===== src/rtl/decoder_2to4_if.sv =====
// decoder_2to4_if: select/enable inputs and decoded outputs of the 2-to-4 decoder
interface decoder_2to4_if;
    logic       en;
    logic [1:0] a;
    logic       d0;
    logic       d1;
    logic       d2;
    logic       d3;
    logic       valid;
    logic       changed;
    modport master (output en, a, input d0, d1, d2, d3, valid, changed);
    modport slave  (input en, a, output d0, d1, d2, d3, valid, changed);
endinterface


===== src/rtl/decoder_2to4.sv =====
// decoder_2to4: one-hot 2-to-4 decoder, registered or combinational, with polarity control
module decoder_2to4 #(
    parameter bit REGISTERED = 1'b1,
    parameter bit ACTIVE_LOW = 1'b0
) (
    input logic           clk,
    input logic           rst,
    decoder_2to4_if.slave bus
);
    logic [3:0] hot_q;
    logic [3:0] hot_d;
    logic [3:0] prev_q;
    logic       changed_q;
    logic       changed_d;
    logic [3:0] hot;
    logic [3:0] d_vec;

    // Captured one-hot select: a new code on enabled edges, otherwise hold.
    // Keeping it one-hot in the register makes the outputs glitch-free.
    always_comb begin
        hot_d     = bus.en ? 4'b0001 << bus.a : hot_q;
        hot       = REGISTERED ? hot_q : ((!rst && bus.en) ? 4'b0001 << bus.a : 4'b0000);
        changed_d = hot != prev_q;
        d_vec     = ACTIVE_LOW ? ~hot : hot;
    end

    // State: captured vector, last sampled vector and change pulse; reset clears all asynchronously
    always_ff @(posedge clk or posedge rst) begin
        if (rst) begin
            hot_q     <= 4'b0000;
            prev_q    <= 4'b0000;
            changed_q <= 1'b0;
        end else begin
            hot_q     <= hot_d;
            prev_q    <= hot;
            changed_q <= changed_d;
        end
    end

    assign bus.d0      = d_vec[0];
    assign bus.d1      = d_vec[1];
    assign bus.d2      = d_vec[2];
    assign bus.d3      = d_vec[3];
    assign bus.valid   = (hot != 4'b0000) && ((hot & (hot - 4'd1)) == 4'b0000);
    assign bus.changed = changed_q;
endmodule


===== src/flat_wrapper.sv =====
// flat-port wrapper written by rule: the top's interface ports become plain ports
module decoder_2to4_flat 
#(
    parameter bit REGISTERED = 1'b1,
    parameter bit ACTIVE_LOW = 1'b0
)
  (clk, rst, bus_en, bus_a, bus_d0, bus_d1, bus_d2, bus_d3, bus_valid, bus_changed);
  decoder_2to4_if bus_i ();
  input logic clk;
  input logic rst;
  input wire logic [$bits(bus_i.en)-1:0] bus_en;
  input wire logic [$bits(bus_i.a)-1:0] bus_a;
  output wire logic [$bits(bus_i.d0)-1:0] bus_d0;
  output wire logic [$bits(bus_i.d1)-1:0] bus_d1;
  output wire logic [$bits(bus_i.d2)-1:0] bus_d2;
  output wire logic [$bits(bus_i.d3)-1:0] bus_d3;
  output wire logic [$bits(bus_i.valid)-1:0] bus_valid;
  output wire logic [$bits(bus_i.changed)-1:0] bus_changed;
  assign bus_i.en = bus_en;
  assign bus_i.a = bus_a;
  assign bus_d0 = bus_i.d0;
  assign bus_d1 = bus_i.d1;
  assign bus_d2 = bus_i.d2;
  assign bus_d3 = bus_i.d3;
  assign bus_valid = bus_i.valid;
  assign bus_changed = bus_i.changed;
  decoder_2to4 #(.REGISTERED(REGISTERED), .ACTIVE_LOW(ACTIVE_LOW)) u_core (.clk(clk), .rst(rst), .bus(bus_i));
endmodule

===== config.mk =====
export PLATFORM = sky130hd
export DESIGN_NAME = decoder_2to4_flat
export DESIGN_NICKNAME = d
export VERILOG_FILES = /design/src/rtl/decoder_2to4_if.sv /design/src/rtl/decoder_2to4.sv /design/src/flat_wrapper.sv
export SDC_FILE = /design/constraint.sdc
export NUM_CORES = 1
export LEC_CHECK = 0
export CORE_AREA = 2 2 39 41
export CTS_CLUSTER_SIZE = 25
export DETAILED_ROUTE_END_ITERATION = 8
export DIE_AREA = 0 0 41 43
export SYNTH_ARGS = -nofsm -noshare
export SYNTH_HDL_FRONTEND = slang
export SYNTH_SLANG_ARGS = --single-unit

===== constraint.sdc =====
create_clock -name clk -period 1.3 [get_ports clk]
set_clock_uncertainty 0.05 [all_clocks]
set_input_delay 0.195 -clock clk [delete_from_list [all_inputs] [get_ports clk]]
set_output_delay 0.195 -clock clk [all_outputs]
set_load 0.005 [all_outputs]

==> results.yml <==
power_and_ir_drop:
  cellPowerDensity_nw_per_um2: 1090
  ir_worst_vdd_mv: 0.4187
  power.static_leakage_nw: 0.3145
setup_path:
  cp-end-kind: "output pin"
  reg_to_reg_critical_path_startpoint: "u_core.d_vec[3]$_DFFE_PP0P_"
  timing.critical_path.arrival_ps: 1280
  kind_of_launch_point_of_the_worst_setup_path: "flip-flop"
  timing_worst_setup_path_type: "flip-flop to output pin"
  worst_setup_path_endpoint: "bus_valid"
  crit_path_max_incr_delay_ps: 450
  worst_r2r_endpoint: "u_core.bus.changed$_DFF_PP0_"
  timing.critical_path.required_ps: 1050
  worstSetupStartpoint: "u_core.d_vec[3]$_DFFE_PP0P_"
  rrSetupSlack_ps: 20
  worstPathCellList: "nor4b_4 > a311o_1 > buf_2"
  r2r_cells: 5
  crit_path_max_fanout: 4
  cp_slowest_cell: "dfrtp_2"
global_routing:
  gr_met2_demand_resource_pct: 21.88
  via_count_of_the_first_global_routing_pass: 343
  busiest_layer: "met2"
  grt_first_pass_wirelength_mm: 1.490
  use_met1_pct: 14.52
  met3_usage_pct: 4.712
  largest_net_degree_at_the_start_of_global_routing: 10
  gr_usage_total_pct: 13.97
  overflow: 0
  antenna_found_initial: 0
synth:
  top_area_cells_in_the_synthesized_netlist: "dfrtp_1 (62%), xnor2_1 (9.6%), nor4b_1 (4.8%), inv_1 (4.1%), mux2_2 (3.1%)"
  synth-seq-area-share_pct: 61.64
  synth_cells: 30
  ys_ff_latch: 9
  post_synth.cell_area_avg_um2: 12.18
  synth_warnings: 0
  synth_fp_nets: 35
  yosys.cell_types.count: 14
  synth.largest_area_cell: "dfrtp_1"
  synth_area_um2: 365.4
  synth_top_area_share_pct: 61.64
floorplanning:
  die_height_um: 43
  rows: 14
  initial_core_util_pct: 26.40
  io_pins: 11
  floorplan.core_area_um2: 1384
  die_w_um: 41
  dieArea_um2: 1763
cells_and_area:
  nFillCells: 128
  finish.net_count: 66
  antenna_cells: 0
  combined_area_of_the_multi_input_logic_cells_um2: 155.1
  seqCellArea_um2: 229.0
  layoutNonFillerInstCount: 76
  design_area_um2: 690.7
  area_growth_syn_to_layout_pct: 89.04
  final_layout_size_suffix_gt1_share_pct: 51.67
sta:
  maxClockFrequency_mhz: 653.7
  final.min_clock_period_ps: 1530
  setup_viol: 1
  rsz_0062_raised_after_global_routing: "true"
  timing.final.hold_violations: 0
  worst-slew-pin-transition_ps: 348.3
  fin_hold_ws_ps: 145.3
  final.setup.worst_slack_ps: -229.8
  fin_tns_setup_ps: -229.8
  worst_slew_margin_relative_to_its_limit_pct: 76.76
  timing.final.max_slew_violations: 0
  post-route-period-util_pct: 117.7
routing:
  drt-vias-per-instance: 4.303
  post-route-drc-count: 0
  routed_wire_length_per_instance_um: 11.92
  vias: 327
  routed_wirelength_um: 906
  dr.pass1.iters: 3
  final_antenna_net_count: 0
  number_of_drc_markers_in_iteration_0: 1
cts:
  cts_root_buffer: "clkbuf_4"
  cts_tree: "yes"
  cts.sinks: 9
  cts.htree.levels: 1
  cts-buffers-inserted: 3
  clkSlewWorstSetupHoldPaths_ps: 60
  insertion_delay_ps: 260
  clock_path_buffers: 2
placement:
  place.gp.congestion: 0.6544
  hpwlAfterDp_um: 555.4
  dp.cells: 63
  buffer_ports.inserted: 10
  placedInstanceArea_um2: 538.0
status:
  failed_checks: "setup timing"
  status: "finished with violations"
min_path:
  worstHoldPathType: "input port to asynchronous set/reset pin"
flow_run:
  max_capacitance_violation_count: 0
-- placed cells by master (no fill, tap or decap), drive strengths merged, types with 2 or more instances in the layout --
cell type      netlist  routed
inv                  4       4
xnor2                4       4
dfrtp                9       9
o21ai                2       2
clkbuf               0       4
buf                  0      21
clkdlybuf4s50        0       4
nor4b                2       2
-- logic make-up after synthesis --
kind of cell | synth area share, %
AOI/OAI and AO/OA | 7.193
DFF | 61.64
and+or+nand+nor | 11.99
xor gates and xnor gates | 11.99
muxes | 3.082
buffers and inverters | 4.108
-- metrics by stage --
stage / power [mW] / worst slack (ps) / util [%]
2_1_floorplan: 0.3830 / 85.84 / -
3_3_place_gp: 0.4769 / -275.5 / 38.88
3_5_place_dp: 0.4812 / -323.0 / 38.88
4_1_cts: 0.7363 / -236.8 / 46.65
5_1_grt: 0.7965 / -268.3 / 49.91
6_report: 0.7525 / -229.8 / 49.91
-- flip-flops by register name, indices dropped and copies added, names as in the netlist --
name	count
u_core.bus.changed	1
u_core.d_vec	4
u_core.prev_q	4
-- per-layer routing --
layer  part of all wire, %  vias up
met5                     0        -
met4                   3.2        0
met3                   5.2        4
met2                    52       12
met1                    40      149
li1                      -      162
-- how the worst min path moves through the flow --
| stage | from | to | slack, ps |
|---|---|---|---|
| global placement | rst | u_core.bus.changed$_DFF_PP0_ | 430 |
| global route | rst | u_core.prev_q[0]$_DFF_PP0_ | 190 |
| finish | rst | u_core.prev_q[3]$_DFF_PP0_ | 150 |
| CTS | rst | u_core.prev_q[3]$_DFF_PP0_ | 160 |
| floorplan | rst | u_core.bus.changed$_DFF_PP0_ | -30 |
| detailed placement | rst | u_core.bus.changed$_DFF_PP0_ | 430 |
-- worst max-delay path: cells and delay by family (launching register included) --
kind	cells	cell delay, ps
flip-flops	1	450
AO/OA/AOI/OAI	1	300
AND/OR/NAND/NOR	1	140
buffers and inverters	1	120
-- where the power goes --
| group | internal [mW] | total [mW] | switching, mW | leakage, nW |
|---|---|---|---|---|
| clock network | 0.118 | 0.219 | 0.100 | 0.0150 |
| logic | 0.133 | 0.202 | 0.0686 | 0.190 |
| registers | 0.307 | 0.332 | 0.0246 | 0.110 |
-- repair_timing --
action	4_1_cts	5_1_grt
setup buffers	7	3
endpoints found under the setup margin	6	5
gates resized for setup	30	10
hold buffers	0	0
pin swaps	2	1
-- cells in the mapped netlist --
cell type and count:
nand3b_1 1, o21ai_0 2, xor2_1 1, inv_1 4, nand3_1 1, xnor2_1 4, nor2_1 1, a311o_1 1
nor4b_1 2, o22ai_1 1, dfrtp_1 9, mux2_2 1, nand4_1 1, nand2_1 1
-- area by class of cell --
| type | instances | area share [%] |
|---|---|---|
| Multi-Input combinational cell | 17 | 22.46 |
| Clock buffer | 4 | 3.804 |
| Timing Repair Buffer | 26 | 35.51 |
| Sequential cell | 9 | 33.15 |
| Tap cell | 16 | 2.899 |
| Inverter | 4 | 2.174 |
(Power assumes the default switching activity.)
